--- src/rtl/mem_march_initiator.sv ---
// March-test BIST master for the picorv32-style native memory bus.
// Runs write P / read P / write ~P / read ~P over DEPTH words, then reports.
module mem_march_initiator #(
    parameter int unsigned DEPTH     = 1024,
    parameter logic [31:0] BASE_ADDR = 32'h0000_0000,
    parameter logic [31:0] SEED      = 32'hA5A5_0000,
    parameter int unsigned TIMEOUT   = 255
) (
    input  logic        clk,
    input  logic        rst,
    input  logic        start,
    output logic        mem_valid,
    output logic        mem_instr,
    output logic [31:0] mem_addr,
    output logic [31:0] mem_wdata,
    output logic [3:0]  mem_wstrb,
    input  logic        mem_ready,
    input  logic [31:0] mem_rdata,
    output logic        busy,
    output logic        done,
    output logic        pass,
    output logic        timeout,
    output logic [15:0] err_count,
    output logic [31:0] first_err_addr
);

    localparam int unsigned IW = 16;
    localparam int unsigned TW = (TIMEOUT < 2) ? 1 : $clog2(TIMEOUT);
    localparam logic [IW-1:0] LAST_IDX = IW'(DEPTH - 1);
    localparam logic [TW-1:0] TO_LAST  = TW'(TIMEOUT - 1);

    typedef enum logic [2:0] {IDLE, W_P, R_P, W_N, R_N, FIN} state_e;

    state_e         state_q, nstate_d;
    logic [IW-1:0]  idx_q, nidx_d;
    logic [TW-1:0]  tcnt_q;
    logic           mem_valid_q, busy_q, done_q, pass_q, timeout_q;
    logic [31:0]    mem_addr_q, mem_wdata_q, first_err_addr_q;
    logic [3:0]     mem_wstrb_q;
    logic [15:0]    err_count_q, err_d;
    logic [31:0]    addr_d, wdata_d, exp_c;
    logic [3:0]     wstrb_d;
    logic           hs_c, mism_c;

    function automatic logic [31:0] pat(input logic [IW-1:0] i);
        return SEED ^ {i, ~i};
    endfunction

    function automatic logic [31:0] addr_of(input logic [IW-1:0] i);
        return BASE_ADDR + {14'b0, i, 2'b00};
    endfunction

    // Handshake, compare and the next request to present after this one
    always_comb begin
        hs_c     = mem_valid_q && mem_ready;
        exp_c    = (state_q == R_N) ? ~pat(idx_q) : pat(idx_q);
        mism_c   = hs_c && (state_q == R_P || state_q == R_N) && (mem_rdata != exp_c);
        err_d    = (mism_c && err_count_q != 16'hFFFF) ? err_count_q + 16'd1 : err_count_q;
        nstate_d = state_q;
        nidx_d   = idx_q;
        case (state_q)
            W_P: if (idx_q == LAST_IDX) begin nstate_d = R_P; nidx_d = '0; end
                 else nidx_d = idx_q + IW'(1);
            R_P: if (idx_q == LAST_IDX) begin nstate_d = W_N; nidx_d = LAST_IDX; end
                 else nidx_d = idx_q + IW'(1);
            W_N: if (idx_q == '0) begin nstate_d = R_N; nidx_d = LAST_IDX; end
                 else nidx_d = idx_q - IW'(1);
            R_N: if (idx_q == '0) nstate_d = FIN;
                 else nidx_d = idx_q - IW'(1);
            default: ;
        endcase
        addr_d  = addr_of(nidx_d);
        wstrb_d = (nstate_d == W_P || nstate_d == W_N) ? 4'hF : 4'h0;
        wdata_d = (nstate_d == W_P) ? pat(nidx_d) :
                  (nstate_d == W_N) ? ~pat(nidx_d) : 32'h0;
    end

    always_ff @(posedge clk) begin
        if (rst) begin
            state_q          <= IDLE;
            idx_q            <= '0;
            tcnt_q           <= '0;
            mem_valid_q      <= 1'b0;
            mem_addr_q       <= '0;
            mem_wdata_q      <= '0;
            mem_wstrb_q      <= '0;
            busy_q           <= 1'b0;
            done_q           <= 1'b0;
            pass_q           <= 1'b0;
            timeout_q        <= 1'b0;
            err_count_q      <= '0;
            first_err_addr_q <= '0;
        end else begin
            case (state_q)
                IDLE: if (start) begin
                    state_q          <= W_P;
                    idx_q            <= '0;
                    tcnt_q           <= '0;
                    mem_valid_q      <= 1'b1;
                    mem_addr_q       <= addr_of('0);
                    mem_wdata_q      <= pat('0);
                    mem_wstrb_q      <= 4'hF;
                    busy_q           <= 1'b1;
                    done_q           <= 1'b0;
                    pass_q           <= 1'b0;
                    timeout_q        <= 1'b0;
                    err_count_q      <= '0;
                    first_err_addr_q <= '0;
                end
                W_P, R_P, W_N, R_N: begin
                    if (hs_c) begin
                        err_count_q <= err_d;
                        if (mism_c && err_count_q == '0) first_err_addr_q <= mem_addr_q;
                        tcnt_q <= '0;
                        idx_q  <= nidx_d;
                        if (nstate_d == FIN) begin
                            state_q     <= FIN;
                            mem_valid_q <= 1'b0;
                            mem_addr_q  <= '0;
                            mem_wdata_q <= '0;
                            mem_wstrb_q <= '0;
                            busy_q      <= 1'b0;
                            done_q      <= 1'b1;
                            pass_q      <= (err_d == '0) && !timeout_q;
                        end else begin
                            state_q     <= nstate_d;
                            mem_addr_q  <= addr_d;
                            mem_wdata_q <= wdata_d;
                            mem_wstrb_q <= wstrb_d;
                        end
                    end else if (tcnt_q == TO_LAST) begin
                        // Responder stalled too long: abandon the test
                        state_q     <= FIN;
                        mem_valid_q <= 1'b0;
                        busy_q      <= 1'b0;
                        done_q      <= 1'b1;
                        pass_q      <= 1'b0;
                        timeout_q   <= 1'b1;
                    end else begin
                        tcnt_q <= tcnt_q + TW'(1);
                    end
                end
                FIN:     state_q <= IDLE;
                default: state_q <= IDLE;
            endcase
        end
    end

    assign mem_valid      = mem_valid_q;
    assign mem_instr      = 1'b0;
    assign mem_addr       = mem_addr_q;
    assign mem_wdata      = mem_wdata_q;
    assign mem_wstrb      = mem_wstrb_q;
    assign busy           = busy_q;
    assign done           = done_q;
    assign pass           = pass_q;
    assign timeout        = timeout_q;
    assign err_count      = err_count_q;
    assign first_err_addr = first_err_addr_q;

endmodule

--- config.mk ---
export PLATFORM = sky130hd
export DESIGN_NAME = mem_march_initiator
export DESIGN_NICKNAME = d
export VERILOG_FILES = /design/src/rtl/mem_march_initiator.sv
export SDC_FILE = /design/constraint.sdc
export NUM_CORES = 1
export LEC_CHECK = 0
export CAP_MARGIN = 0
export CELL_PAD_IN_SITES_DETAIL_PLACEMENT = 1
export CELL_PAD_IN_SITES_GLOBAL_PLACEMENT = 2
export CORE_MARGIN = 2
export CORE_UTILIZATION = 28
export DETAILED_ROUTE_END_ITERATION = 12
export PLACE_DENSITY = 0.79
export REMOVE_ABC_BUFFERS = 1
export SLEW_MARGIN = 20
export SYNTH_ARGS = -nofsm -noshare
export SYNTH_HDL_FRONTEND = slang
export SYNTH_SLANG_ARGS = --single-unit
--- constraint.sdc ---
create_clock -name clk -period 3.44 [get_ports clk]
set_input_delay 0.688 -clock clk [delete_from_list [all_inputs] [get_ports clk]]
set_output_delay 0.688 -clock clk [all_outputs]
set_load 0.02 [all_outputs]
==> results of run 1 <==
==> worst register-to-register path: stages, from the launching register on <==
cell       delay, ps
dfxtp_1          330
or3b_4           440
buf_4            170
or4_1            510
mux2i_1          180
o21ai_2          110
a2111oi_4        300
buf_4            200
nor2b_2           50
a2111oi_2        350
o2111ai_1        170
o41ai_2          340
==> timing repair <==
| action | in CTS | in global routing |
|---|---|---|
| setup buffers | 0 | 0 |
| setup endpoints to repair | 1 | 1 |
| resized for setup | 1 | 3 |
| pin swaps | 0 | 2 |
==> registers in the layout, summed over array words and instances (netlist names) <==
name / cells
busy: 1
done: 1
err_count: 16
first_err_addr: 16
idx_q: 16
mem_addr: 16
mem_wdata: 24
mem_wstrb: 1
pass: 1
state_q: 3
tcnt_q: 8
timeout: 1
==> logic make-up after synthesis <==
kind of cell | Yosys count
simple gates | 307
fa+ha+maj | 7
other cells | 1
xor+xnor | 52
compound gates | 255
buf+inv | 123
flops | 104
mux | 12
==> worst paths after layout <==
| kind | depth (start not counted) | start | slack, ps | endpoint |
|---|---|---|---|---|
| min reg2reg | 2 | first_err_addr[14]$_SDFFE_PP0P_ | 470 | first_err_addr[14]$_SDFFE_PP0P_ |
| min | 2 | first_err_addr[14]$_SDFFE_PP0P_ | 470 | first_err_addr[14]$_SDFFE_PP0P_ |
| max | 11 | state_q[2]$_SDFFE_PP0P_ | 190 | pass$_SDFFE_PP0P_ |
| max reg2reg | 11 | state_q[2]$_SDFFE_PP0P_ | 190 | pass$_SDFFE_PP0P_ |
==> power breakdown <==
| part | internal (mW) | switching [mW] |
|---|---|---|
| Sequential | 1.23 | 0.0257 |
| Clock | 0.532 | 0.543 |
| Combinational | 0.211 | 0.320 |
==> metrics by stage <==
| stage | total power [mW] | TNS [ps] |
|---|---|---|
| 6_report | 2.87 | 0 |
| 5_1_grt | 2.98 | 0 |
| 4_1_cts | 2.89 | 0 |
| 3_5_place_dp | 1.82 | -1400 |
| 3_3_place_gp | 1.81 | -166 |
| 2_1_floorplan | 1.55 | -2720 |
==> cells in the final DEF (no fill, tap or decap), types with 10 or more instances in the layout <==
cell type,count
clkdlybuf4s50_1,124
nand2_1,85
dfxtp_1,104
or3_1,12
nor2_1,63
nand3_1,44
conb_1,33
buf_4,64
xnor2_1,33
inv_1,15
a21oi_1,77
o21ai_0,66
xor2_1,19
and3_1,14
o22ai_1,13
nor3_1,28
mux2i_1,10
a21o_1,21
nand4_1,17
==> cell type report <==
cell class	instances	area share (%)
flip-flops and latches	104	24.4
inverters	16	0.703
well taps	285	4.17
clock inverters	6	0.718
repair buffers	193	21.3
multi-input cells	666	45.9
clock buffers	10	2.80
==> metal layers <==
layer	wire length, microns	vias up
li1	-	3278
met1	10900	3293
met2	12000	154
met3	851	25
met4	490	0
met5	0	-
==> impl_metrics.env, run 1 <==
export IMPL_overflow=0
export IMPL_finalCritPeriodShare_pct=94.5
export IMPL_synth_distinct_cells=70
export IMPL_status="finished, final reports clean"
export IMPL_whs_ps=466
export IMPL_drive_gt1_share_pct=10.5
export IMPL_core_rowCount=55
export IMPL_num_vias=6750
export IMPL_grtUsageMet2_pct=35.6
export IMPL_fin_util_pct=37.6
export IMPL_p_leak_nw=3.29
export IMPL_nets=1033
export IMPL_htreeDepth=3
export IMPL_synth_fa_ha_area_share_pct=1.35
export IMPL_cp_arrival_ps=3520
export IMPL_cellPowerDensity_mw_per_mm2=336
export IMPL_hp_class="flop to flop"
export IMPL_worstSetupPathType="flop to flop"
export IMPL_yosys_most_used_dff="dfxtp_1"
export IMPL_gp_congestion=0.866
export IMPL_crit_fanout=5
export IMPL_hpwl_microns=18100
export IMPL_synthCells=861
export IMPL_syn2layout_area_growth_pct=31.4
export IMPL_initial_core_util_pct=28.6
export IMPL_placed_cells=1264
export IMPL_clkTransAtPathRegs_ps=80
export IMPL_yosysTopAreaCell="dfxtp_1"
export IMPL_wl_per_cell_microns=18.9
export IMPL_io_pins=158
export IMPL_dr_pass1_iters=5
export IMPL_die_h_microns=156
export IMPL_core_area_sq_mm=0.0227
export IMPL_max_cap_violations=0
export IMPL_cp_slowest_cell="or4_1"
export IMPL_clkSinkCount=104
export IMPL_ys_seq_area_share_pct=32.0
export IMPL_path_cells="or3b_4 -> buf_4 -> or4_1 -> mux2i_1 -> o21ai_2 -> a2111oi_4 -> buf_4 -> nor2b_2 -> a2111oi_2 -> o2111ai_1 -> o41ai_2"
export IMPL_yosys_warnings=0
export IMPL_synth_area_top_cells="dfxtp_1, a21oi_1, buf_4"
export IMPL_track_usage_pct=20.1
export IMPL_final_setup_viol_count=0
export IMPL_hold_violations=0
export IMPL_cts_buffers=9
export IMPL_dieArea_sq_mm=0.0245
export IMPL_grt_use_met1_pct=25.5
export IMPL_period_minus_slack_ps=3250
export IMPL_synth_top_family_by_area="compound AO/OA/AOI/OAI gates"
export IMPL_clockRootBuffer="clkbuf_16"
export IMPL_yosysTopAreaCellShare_pct=32.0
export IMPL_cp_start_kind="flop"
export IMPL_grt_util_met3_pct=3.05
export IMPL_relSlewSlack_pct=46.1
export IMPL_drt_initial_drc_count=316
export IMPL_grt_pass1_wl_microns=38500
export IMPL_multi_input_area_sq_mm=0.00392
export IMPL_tritoncts="built"
export IMPL_yosysMostFrequentCell="dfxtp_1"
export IMPL_required_ps=3710
export IMPL_grt_max_degree=48
export IMPL_worst_path_buf_inv=2
export IMPL_instances_no_fill=1280
export IMPL_synth_xor_area_share_pct=7.00
export IMPL_clk_path_buf_depth=2
export IMPL_final_max_slew_viol_count=0
export IMPL_rsz0062_at_grt="false"
export IMPL_antenna_found_initial=0
export IMPL_wirelength_microns=24200
export IMPL_clock_latency_ps=370
export IMPL_fmax_mhz=308
export IMPL_fin_worst_skew_ps=12.7
export IMPL_nFillCells=2771
export IMPL_busiest_layer="met2"
export IMPL_ys_async_sr_fraction_pct=0
export IMPL_final_area_sq_mm=0.00854
export IMPL_hold_buffers=0
export IMPL_ys_ff_latch=104
export IMPL_synth_simple_area_share_pct=22.9
export IMPL_dpl_instance_area_sq_mm=0.00823
export IMPL_cp_slowest_stage_delay_ps=510
export IMPL_regArea_sq_mm=0.00208
export IMPL_ant_nets=0
export IMPL_dieWidth_microns=156
export IMPL_synth_common_cells="dfxtp_1, nand2_1, a21oi_1"
export IMPL_grt_pass1_vias=6771
export IMPL_setup_worst_path_end_class="flop"
export IMPL_dp_slack_ps=-308
export IMPL_synth_edf_count=0
export IMPL_port_buffers=124
export IMPL_avgSynthCellArea_sq_um=7.55
export IMPL_fin_ws_ps=188
export IMPL_synth_mux_area_fraction_pct=1.89
export IMPL_antenna_cells=0
export IMPL_viasPerCell=5.27
export IMPL_worst_pin_slew_ps=806
export IMPL_syn_area_sq_mm=0.00650
export IMPL_drc_errors=0
export IMPL_peakVddDrop_v=0.000249
export IMPL_critPathTopFamily="compound AO/OA/AOI/OAI gates"
export IMPL_critPathMostFrequentCell="buf_4"
export IMPL_synth_compound_area_share_pct=25.0
Power figures use the tool's default switching activity.
==> run 2: changes to the inputs <==
SKIP_LAST_GASP = 1   (was unset)
SLEW_MARGIN = 15   (was 20)
==> results of run 2 <==
Same layout as run 1: the final DEF is identical, and so are final timing and power.
